===== src/rtl/trace_change_monitor_if.sv =====
// Event stream carried from the change monitor to its consumer.
// The monitor drives the head record and valid; the consumer drives ready.
interface trace_change_monitor_if #(
  parameter int CHANNELS = 10,
  parameter int WIDTH    = 1,
  parameter int CNTW     = 8
);
  localparam int CIW = (CHANNELS > 1) ? $clog2(CHANNELS) : 1;

  logic            out_valid;
  logic            out_ready;
  logic [CIW-1:0]  out_chan;
  logic [WIDTH-1:0] out_value;
  logic [CNTW-1:0] out_seq;

  modport master (
    output out_valid,
    output out_chan,
    output out_value,
    output out_seq,
    input  out_ready
  );

  modport slave (
    input  out_valid,
    input  out_chan,
    input  out_value,
    input  out_seq,
    output out_ready
  );
endinterface


===== src/rtl/trace_change_monitor.sv =====
// Multi-channel value-change monitor. Detects changes on CHANNELS buses,
// holds one pending value per channel, arbitrates round-robin into an
// in-order event FIFO and counts every overwritten (lost) pending value.
module trace_change_monitor #(
  parameter int CHANNELS = 10,
  parameter int WIDTH    = 1,
  parameter int DEPTH    = 4,
  parameter int CNTW     = 8
) (
  input  logic                      clk,
  input  logic                      rst_n,
  input  logic [CHANNELS*WIDTH-1:0] ch_in,
  trace_change_monitor_if.master    out_if,
  output logic [CNTW-1:0]           coalesce_count,
  output logic                      busy
);
  localparam int CIW = (CHANNELS > 1) ? $clog2(CHANNELS) : 1;
  localparam int AW  = $clog2(DEPTH);
  localparam int EW  = CIW + WIDTH + CNTW;

  typedef enum logic {S_INIT, S_RUN} state_t;

  state_t                    state;
  logic [CHANNELS*WIDTH-1:0] prev;
  logic [WIDTH-1:0]          pval [CHANNELS];
  logic [CHANNELS-1:0]       pend;
  logic [CIW-1:0]            rr_ptr;
  logic [CNTW-1:0]           seq;
  logic [EW-1:0]             mem [DEPTH];
  logic [AW-1:0]             wr_ptr;
  logic [AW-1:0]             rd_ptr;
  logic [AW:0]               count;

  logic [CHANNELS-1:0]       chg;
  logic [CHANNELS-1:0]       coal;
  logic [CHANNELS-1:0]       sel_oh;
  logic [CHANNELS-1:0]       gnt_oh;
  logic [CIW-1:0]            gnt_ch;
  logic                      gnt_vld;
  logic                      full;
  logic                      pop;
  logic [EW-1:0]             head;

  // Adds n to a counter, sticking at the all-ones maximum.
  function automatic logic [CNTW-1:0] sat_add(input logic [CNTW-1:0] a, input int n);
    longint s;
    longint mx;
    s  = longint'(a) + longint'(n);
    mx = (longint'(1) << CNTW) - 1;
    if (s > mx) s = mx;
    return CNTW'(s);
  endfunction

  assign full = (count == (AW+1)'(DEPTH));
  assign pop  = out_if.out_valid && out_if.out_ready;

  // Change detection; suppressed on the INIT edge so the first sample only primes prev.
  always_comb begin
    chg = '0;
    for (int c = 0; c < CHANNELS; c++) begin
      chg[c] = (state == S_RUN) && (ch_in[c*WIDTH +: WIDTH] != prev[c*WIDTH +: WIDTH]);
    end
  end

  // Round-robin search from rr_ptr; a grant needs a free slot by registered count.
  always_comb begin
    int             s;
    logic [CIW-1:0] idx;
    logic           found;
    s      = 0;
    idx    = '0;
    found  = 1'b0;
    gnt_ch = '0;
    sel_oh = '0;
    for (int i = 0; i < CHANNELS; i++) begin
      s = int'(rr_ptr) + i;
      if (s >= CHANNELS) s = s - CHANNELS;
      idx = CIW'(s);
      if (!found && pend[idx]) begin
        found       = 1'b1;
        gnt_ch      = idx;
        sel_oh[idx] = 1'b1;
      end
    end
    gnt_vld = found && !full && (state == S_RUN);
    gnt_oh  = gnt_vld ? sel_oh : '0;
  end

  // A change on an already-pending, ungranted channel loses the older pending value.
  assign coal = chg & pend & ~gnt_oh;

  // Control state: INIT/RUN, pending flags, arbiter pointer, counters, FIFO pointers.
  always_ff @(posedge clk or negedge rst_n) begin
    if (!rst_n) begin
      state          <= S_INIT;
      pend           <= '0;
      rr_ptr         <= '0;
      seq            <= '0;
      coalesce_count <= '0;
      wr_ptr         <= '0;
      rd_ptr         <= '0;
      count          <= '0;
    end else begin
      state          <= S_RUN;
      pend           <= (pend & ~gnt_oh) | chg;
      coalesce_count <= sat_add(coalesce_count, $countones(coal));
      if (gnt_vld) begin
        wr_ptr <= wr_ptr + 1'b1;
        seq    <= seq + 1'b1;
        rr_ptr <= (gnt_ch == CIW'(CHANNELS-1)) ? '0 : gnt_ch + 1'b1;
      end
      if (pop) rd_ptr <= rd_ptr + 1'b1;
      case ({gnt_vld, pop})
        2'b10:   count <= count + 1'b1;
        2'b01:   count <= count - 1'b1;
        default: count <= count;
      endcase
    end
  end

  // Data path: last sample, newest pending value per channel, FIFO storage.
  always_ff @(posedge clk) begin
    prev <= ch_in;
    for (int c = 0; c < CHANNELS; c++) begin
      if (chg[c]) pval[c] <= ch_in[c*WIDTH +: WIDTH];
    end
    if (gnt_vld) mem[wr_ptr] <= {gnt_ch, pval[gnt_ch], seq};
  end

  assign head             = mem[rd_ptr];
  assign out_if.out_valid = (count != '0);
  assign out_if.out_chan  = out_if.out_valid ? head[EW-1 -: CIW]    : '0;
  assign out_if.out_value = out_if.out_valid ? head[CNTW +: WIDTH]  : '0;
  assign out_if.out_seq   = out_if.out_valid ? head[CNTW-1:0]       : '0;
  assign busy             = out_if.out_valid || (|pend);

endmodule


===== src/flat_wrapper.sv =====
// flat-port wrapper written by rule: the top's interface ports become plain ports
module trace_change_monitor_flat 
#(
  parameter int CHANNELS = 10,
  parameter int WIDTH    = 1,
  parameter int DEPTH    = 4,
  parameter int CNTW     = 8
)
  (clk, rst_n, ch_in, coalesce_count, busy, out_if_out_valid, out_if_out_chan, out_if_out_value, out_if_out_seq, out_if_out_ready);
  trace_change_monitor_if #(.CHANNELS(CHANNELS), .WIDTH(WIDTH), .CNTW(CNTW)) out_if_i ();
  input  logic clk;
  input  logic rst_n;
  input  logic [CHANNELS*WIDTH-1:0] ch_in;
  output logic [CNTW-1:0] coalesce_count;
  output logic busy;
  output wire logic [$bits(out_if_i.out_valid)-1:0] out_if_out_valid;
  output wire logic [$bits(out_if_i.out_chan)-1:0] out_if_out_chan;
  output wire logic [$bits(out_if_i.out_value)-1:0] out_if_out_value;
  output wire logic [$bits(out_if_i.out_seq)-1:0] out_if_out_seq;
  input wire logic [$bits(out_if_i.out_ready)-1:0] out_if_out_ready;
  assign out_if_out_valid = out_if_i.out_valid;
  assign out_if_out_chan = out_if_i.out_chan;
  assign out_if_out_value = out_if_i.out_value;
  assign out_if_out_seq = out_if_i.out_seq;
  assign out_if_i.out_ready = out_if_out_ready;
  trace_change_monitor #(.CHANNELS(CHANNELS), .WIDTH(WIDTH), .DEPTH(DEPTH), .CNTW(CNTW)) u_core (.clk(clk), .rst_n(rst_n), .ch_in(ch_in), .out_if(out_if_i), .coalesce_count(coalesce_count), .busy(busy));
endmodule

===== config.mk =====
export PLATFORM = sky130hd
export DESIGN_NAME = trace_change_monitor_flat
export DESIGN_NICKNAME = d
export VERILOG_FILES = /design/src/rtl/trace_change_monitor_if.sv /design/src/rtl/trace_change_monitor.sv /design/src/flat_wrapper.sv
export SDC_FILE = /design/constraint.sdc
export NUM_CORES = 1
export LEC_CHECK = 0
export CELL_PAD_IN_SITES_DETAIL_PLACEMENT = 0
export CELL_PAD_IN_SITES_GLOBAL_PLACEMENT = 2
export CORE_ASPECT_RATIO = 1.4
export CORE_MARGIN = 5
export CORE_UTILIZATION = 33
export DETAILED_ROUTE_END_ITERATION = 12
export PLACE_DENSITY_LB_ADDON = 0.1
export SKIP_LAST_GASP = 1
export SLEW_MARGIN = 40
export SYNTH_ARGS = -nofsm -noshare
export SYNTH_HDL_FRONTEND = slang
export SYNTH_SLANG_ARGS = --single-unit
export TNS_END_PERCENT = 1

===== constraint.sdc =====
create_clock -name clk -period 10.2 [get_ports clk]
set_input_delay 3.06 -clock clk [delete_from_list [all_inputs] [get_ports clk]]
set_output_delay 3.06 -clock clk [all_outputs]
set_load 0.01 [all_outputs]

After elaboration in Yosys (flattened, before gate mapping):

Memories as Yosys holds them, arrays and structs flattened.
Cells that the tools add are included.

* memories kept: 2
* word-level logic and storage cells: 260
* flip-flop bits (word level): 48
* memory bits (writable): 62

* $lt $le $gt $ge: 31
* equal/unequal tests: 14
* add/subtract/negate cells: 35
* reduce and logical (&&, ||, !) cells: 46
* bitwise gates (word level): 14
* multiplexer cells: 109

Memory list
* u_core.mem: words 4, width 13, rd ports 1, clocked after Yosys merged registers in 0, wr ports 1, line trace_change_monitor.sv:29 `logic [EW-1:0] mem [DEPTH];`
* u_core.pval: words 10, width 1, rd ports 1, clocked after Yosys merged registers in 0, wr ports 10, line trace_change_monitor.sv:25 `logic [WIDTH-1:0] pval [CHANNELS];`

Operators by type and width (number)
* $mux 10: 11
* $or 10x10->10: 10
* $add 32x32->32: 3
* $mux 4: 22
* $mux 1: 53
* $lt 4x5->1 const B: 10
* $ge 5x4->1 const B: 9
* $bmux 1 s4: 10
* $demux 1 s4: 10
* $ge 4x1->1 const B: 10
* $sub 4x4->4 const B: 10
* $add 9x32->33: 1
* $gt 33x9->1 const B: 1
* $add 32x2->32: 1
* $logic_and 1x1->1: 32
* $and 10x10->10: 3
* $add 4x3->5 const B: 4
* $mux 8: 2
* $add 1x1->2: 5
* $add 4x2->5 const B: 2
* $add 4x4->5 const B: 2
* $logic_not 1->1: 10
* $ne 1x1->1: 10
* $not 10->10: 1
* 16 further kinds: 17

Longest topological paths before layout:

* word-level depth: 44
* gate-level depth with buffers: 40
* gate-level depth less buffers: 32

Least setup slack after synthesis:

OpenSTA, ideal clock, no wires.

* kind: register to register
* start point: reg u_core.rr_ptr[0]
* end point: reg u_core.coalesce_count[6]
* buffers on the path: 9
* data arrival time: 8.205 ns
* setup slack: 1.870 ns
* data required time: 10.076 ns
* stages on the path, launching flop included: 40
* setup time: 0.124 ns
* period minus slack after synthesis: 8.330 ns
* cells stage by stage: dfrtp_1 buf_2 buf_6 buf_6 buf_4 buf_1 inv_2 ha_1 buf_2 xnor2_1 inv_1 ha_1 clkbuf_1 or3_1 a32oi_1 a222oi_1 o31ai_2 nor2_1 [... 4 more ...] buf_2 a21boi_0 and2_1 ha_1 inv_1 fa_1 inv_1 fa_1 ha_1 fa_1 inv_1 fa_1 nor2b_1 o21ai_0 nand2b_1 nand3_1 nor3_1 a21oi_1

* word-level cells in the longest chain between the ends: 44

RTL lines
* start: declaration: line trace_change_monitor.sv:27 `logic [CIW-1:0] rr_ptr;`
* start signal: assignment: line trace_change_monitor.sv:110 `rr_ptr <= (gnt_ch == CIW'(CHANNELS-1)) ? '0 : gnt_ch + 1'b1;`
* parallel branches: the longest is 34 deep, another holds $add 4x1->5
* $mux 10 (*): line trace_change_monitor.sv:86 `gnt_oh = gnt_vld ? sel_oh : '0;`
* $not 10->10 (*): line trace_change_monitor.sv:90 `assign coal = chg & pend & ~gnt_oh;`
* $and 10x10->10 (*): line trace_change_monitor.sv:90
* $add 1x1->2 (not written as such): line trace_change_monitor.sv:106 `coalesce_count <= sat_add(coalesce_count, $countones(coal));`
* $add 32x32->32 (not written as such) (2 in series): line trace_change_monitor.sv:106
* $add 32x2->32 (not written as such) (*): line trace_change_monitor.sv:106
* $add 9x32->33 (*): line trace_change_monitor.sv:48 `s = longint'(a) + longint'(n);`
* $gt 33x9->1: line trace_change_monitor.sv:50 `if (s > mx) s = mx;`
* $mux 8 (*): line trace_change_monitor.sv:50
* end signal: assignment: line trace_change_monitor.sv:106
* end: declaration: line trace_change_monitor.sv:14 `output logic [CNTW-1:0] coalesce_count,`

Every way passes the cells marked *. The select of a mux whose other input is x is not followed.
A chain may end at the register's enable or synchronous reset.

Worst setup path in the final report:

* start point: reg u_core.rr_ptr[0]
* end point: reg u_core.coalesce_count[2]

The elaborated chain is that of the path after synthesis.

==> impl_metrics.yaml <==
run_status:
  run_status: "complete, no violations"
die:
  chipHeight_um: 199
  io_pins: 36
  die_width_um: 145
  std_cell_rows: 69
  die_footprint_mm2: 0.0289
  coreArea_mm2: 0.0253
  initial_utilization: 0.334
sta:
  fmax_mhz: 112
  maxSlewHeadroom: 0.434
  timing_hold_violations_final: 0
  final-setup-viol-count: 0
  worst_clock_skew_ns: 0.00690
  final.period_utilization: 0.871
  setup_repair_after_global_routing_missed_its_margin: "false"
  final_layout_setup_total_negative_slack_ns: 0
  fin_crit_ns: 8.89
  tightest_slew_ns: 0.849
  maxSlewViolCount: 0
worst_setup_path:
  critical_path.startpoint: "u_core.rr_ptr[0]"
  startpoint_type: "flop"
  r2r_end: "u_core.coalesce_count[2]"
  worst_ep_arrival_time_ns: 9.16
  critical-path-slowest-cell: "sky130_fd_sc_hd__nor4_4"
  reg2reg_from: "u_core.rr_ptr[0]"
  rr_worst_depth: 30
  worst-endpoint-required_ns: 10.47
  crit_path_max_fanout: 49
  timing.critical_path.slowest_cell_delay_ns: 0.62
  worstSetupEndpoint: "u_core.coalesce_count[2]"
  worstSetupEndpointType: "flop"
  timing_worst_setup_path_type: "flop to flop"
  r2r_setup_slack_ns: 1.31
cells_and_area:
  share_of_final_layout_standard_cells_stronger_than_drive_strength_1: 0.119
  antenna_cells: 0
  final_util: 0.371
  nets: 946
  mostFrequentLayoutCells: "sky130_fd_sc_hd__edfxtp_1 (62), sky130_fd_sc_hd__nand2_1 (61), sky130_fd_sc_hd__nor2_1 (52), sky130_fd_sc_hd__inv_1 (42), sky130_fd_sc_hd__ha_1 (39)"
  most_frequent_standard_cell_in_the_layout_excluding_fill_and_tap_cells: "sky130_fd_sc_hd__edfxtp_1"
  finalNonFillerCells: 1210
  area_growth_from_synthesis_to_final_layout_pct: 11.0
clock_network:
  cts_bufs_inserted: 9
  cts.repair_timing.setup_buffer_count: 0
  cts.repair.resized: 0
  cts_root_cell: "sky130_fd_sc_hd__clkbuf_16"
  cts.sinks: 110
  cts.path.max_buffers: 2
  ctsHoldBuffers: 0
  tritoncts: "done"
  clkTransAtPathRegs_ns: 0.08
  worst_skew_pair.late_latency_ns: 0.35
  clock_tree.htree_level_count: 3
placed_design:
  placement.io_buffers: 35
  place.detailed.hpwl_um: 22000
  place.gp.congestion: 0.916
  dp.cells: 1194
global_routing:
  first_global_vias: 7091
  gr-total-overflow: 0
  largest_net_degree_at_the_start_of_global_routing: 50
  initial_antenna_violation_count: 0
  grt_pass1_wl_um: 43000
  globalRouteTotalUtil: 0.192
logic_synthesis:
  portion_of_the_post_synthesis_area_used_by_sequential_elements: 0.357
  postSynthRegisterBits: 110
  avgSynthCellArea_um2: 9.77
  synth.yosys.warnings: 0
  synth-main-ff-cell: "sky130_fd_sc_hd__edfxtp_1"
  synth_cell_types: 103
  synth_nets: 925
  syn_area_mm2: 0.00845
  asyncSetResetFlopFracSynth: 0.345
  synth_edf_count: 62
  synthCells: 865
route:
  detail_route.first_pass.iterations: 5
  viasPerCell: 5.84
  met3_wirelength_um: 968
  drt.antenna.violating_nets: 0
  routedWlPerCell_um: 23.1
  drtIter0Drc: 476
  m1WireLength_um: 10700
  top_layer_used: "met4"
  routed-wl-met2_um: 14500
  drt_drc_violations_left: 0
  vias: 7065
  routed_wirelength_um: 28000
hold_path:
  hold_path_class: "flop to flop"
job:
  timing.max_cap.violations: 0
## final cells by class
class / instances / area [µm²]
Fill cell: 2546 / 15900
Multi-Input combinational cell: 670 / 5070
Sequential cell: 110 / 3020
Timing Repair Buffer: 47 / 435
Tap cell: 319 / 399
Clock buffer: 10 / 229
Inverter: 48 / 180
Clock inverter: 6 / 45.0
## critical path, delay by kind of cell, from the launching register on
| family | cells | cell delay, ns |
|---|---|---|
| AND/OR/NAND/NOR | 8 | 2.50 |
| adder cells (fa/ha/maj) | 8 | 3.21 |
| multiplexers | 1 | 0.28 |
| AO/OA/AOI/OAI | 7 | 1.41 |
| buffers and inverters | 5 | 0.79 |
| XOR/XNOR | 1 | 0.21 |
| flip-flops | 1 | 0.37 |
## flip-flops by register name, summed over array words and instances (netlist names)
signal	cells
u_core.mem	52
u_core.pend	10
u_core.prev	10
u_core.pval	10
u_core.coalesce_count	8
u_core.seq	8
u_core.rr_ptr	4
u_core.count	3
u_core.rd_ptr	2
u_core.wr_ptr	2
u_core.state	1
## cell usage after synthesis (22+ instances only)
| master | n | area [µm²] |
|---|---|---|
| sky130_fd_sc_hd__ha_1 | 39 | 488 |
| sky130_fd_sc_hd__nor2_1 | 52 | 195 |
| sky130_fd_sc_hd__edfxtp_1 | 62 | 1860 |
| sky130_fd_sc_hd__dfrtp_1 | 38 | 951 |
| sky130_fd_sc_hd__nand3_1 | 28 | 140 |
| sky130_fd_sc_hd__nor3_1 | 22 | 110 |
| sky130_fd_sc_hd__a21oi_1 | 29 | 145 |
| sky130_fd_sc_hd__and2_1 | 38 | 238 |
| sky130_fd_sc_hd__inv_1 | 42 | 158 |
| sky130_fd_sc_hd__nand2_1 | 61 | 229 |
| sky130_fd_sc_hd__o21ai_0 | 36 | 180 |
| sky130_fd_sc_hd__mux2i_1 | 27 | 270 |
## per-layer routing
layer  track usage  vias to the layer above
met3        0.0163                       70
li1              -                     3276
met5             0                        -
met2         0.356                      258
met1         0.213                     3461
met4         0.119                        0
## stage by stage
stage / worst slack [ns] / area (µm²) / hold WS, ns
after global routing: 0.533 / 9380 / 0.534
final: 1.31 / 9380 / 0.512
after CTS: 1.29 / 9380 / 0.515
after floorplan: 1.87 / 8450 / 0.456
after global placement: 1.20 / 9090 / 0.475
after detailed placement: 1.29 / 9100 / 0.501
## cells by family (layout without fill, tap and decap cells)
| kind of cell | after synthesis | count (layout) | share of synthesized area |
|---|---|---|---|
| AO/OA/AOI/OAI | 216 | 216 | 0.188 |
| XOR/XNOR | 39 | 39 | 0.0422 |
| adder cells (fa/ha/maj) | 47 | 47 | 0.0767 |
| buffers and inverters | 85 | 111 | 0.0444 |
| flip-flops | 110 | 110 | 0.357 |
| multiplexers | 56 | 56 | 0.0914 |
| other | 1 | 1 | 0.000444 |
| AND/OR/NAND/NOR | 311 | 311 | 0.201 |
## how the worst min path moves through the flow
| stage | slack (ns) | cells past startpoint | end | from |
|---|---|---|---|---|
| after global placement | 0.47 | 1 | u_core.count[2] | u_core.count[2] |
| after floorplan | 0.46 | 1 | u_core.count[2] | u_core.count[2] |
| after detailed placement | 0.50 | 1 | u_core.count[0] | u_core.count[0] |
| after CTS | 0.51 | 1 | u_core.count[0] | u_core.count[0] |
| final | 0.51 | 1 | u_core.count[0] | u_core.count[0] |
| after global routing | 0.53 | 1 | u_core.count[0] | u_core.count[0] |
Power is left out: the tool's default activity adds up to more than one toggle a clock period on the data nets, which glitch-free logic cannot reach.
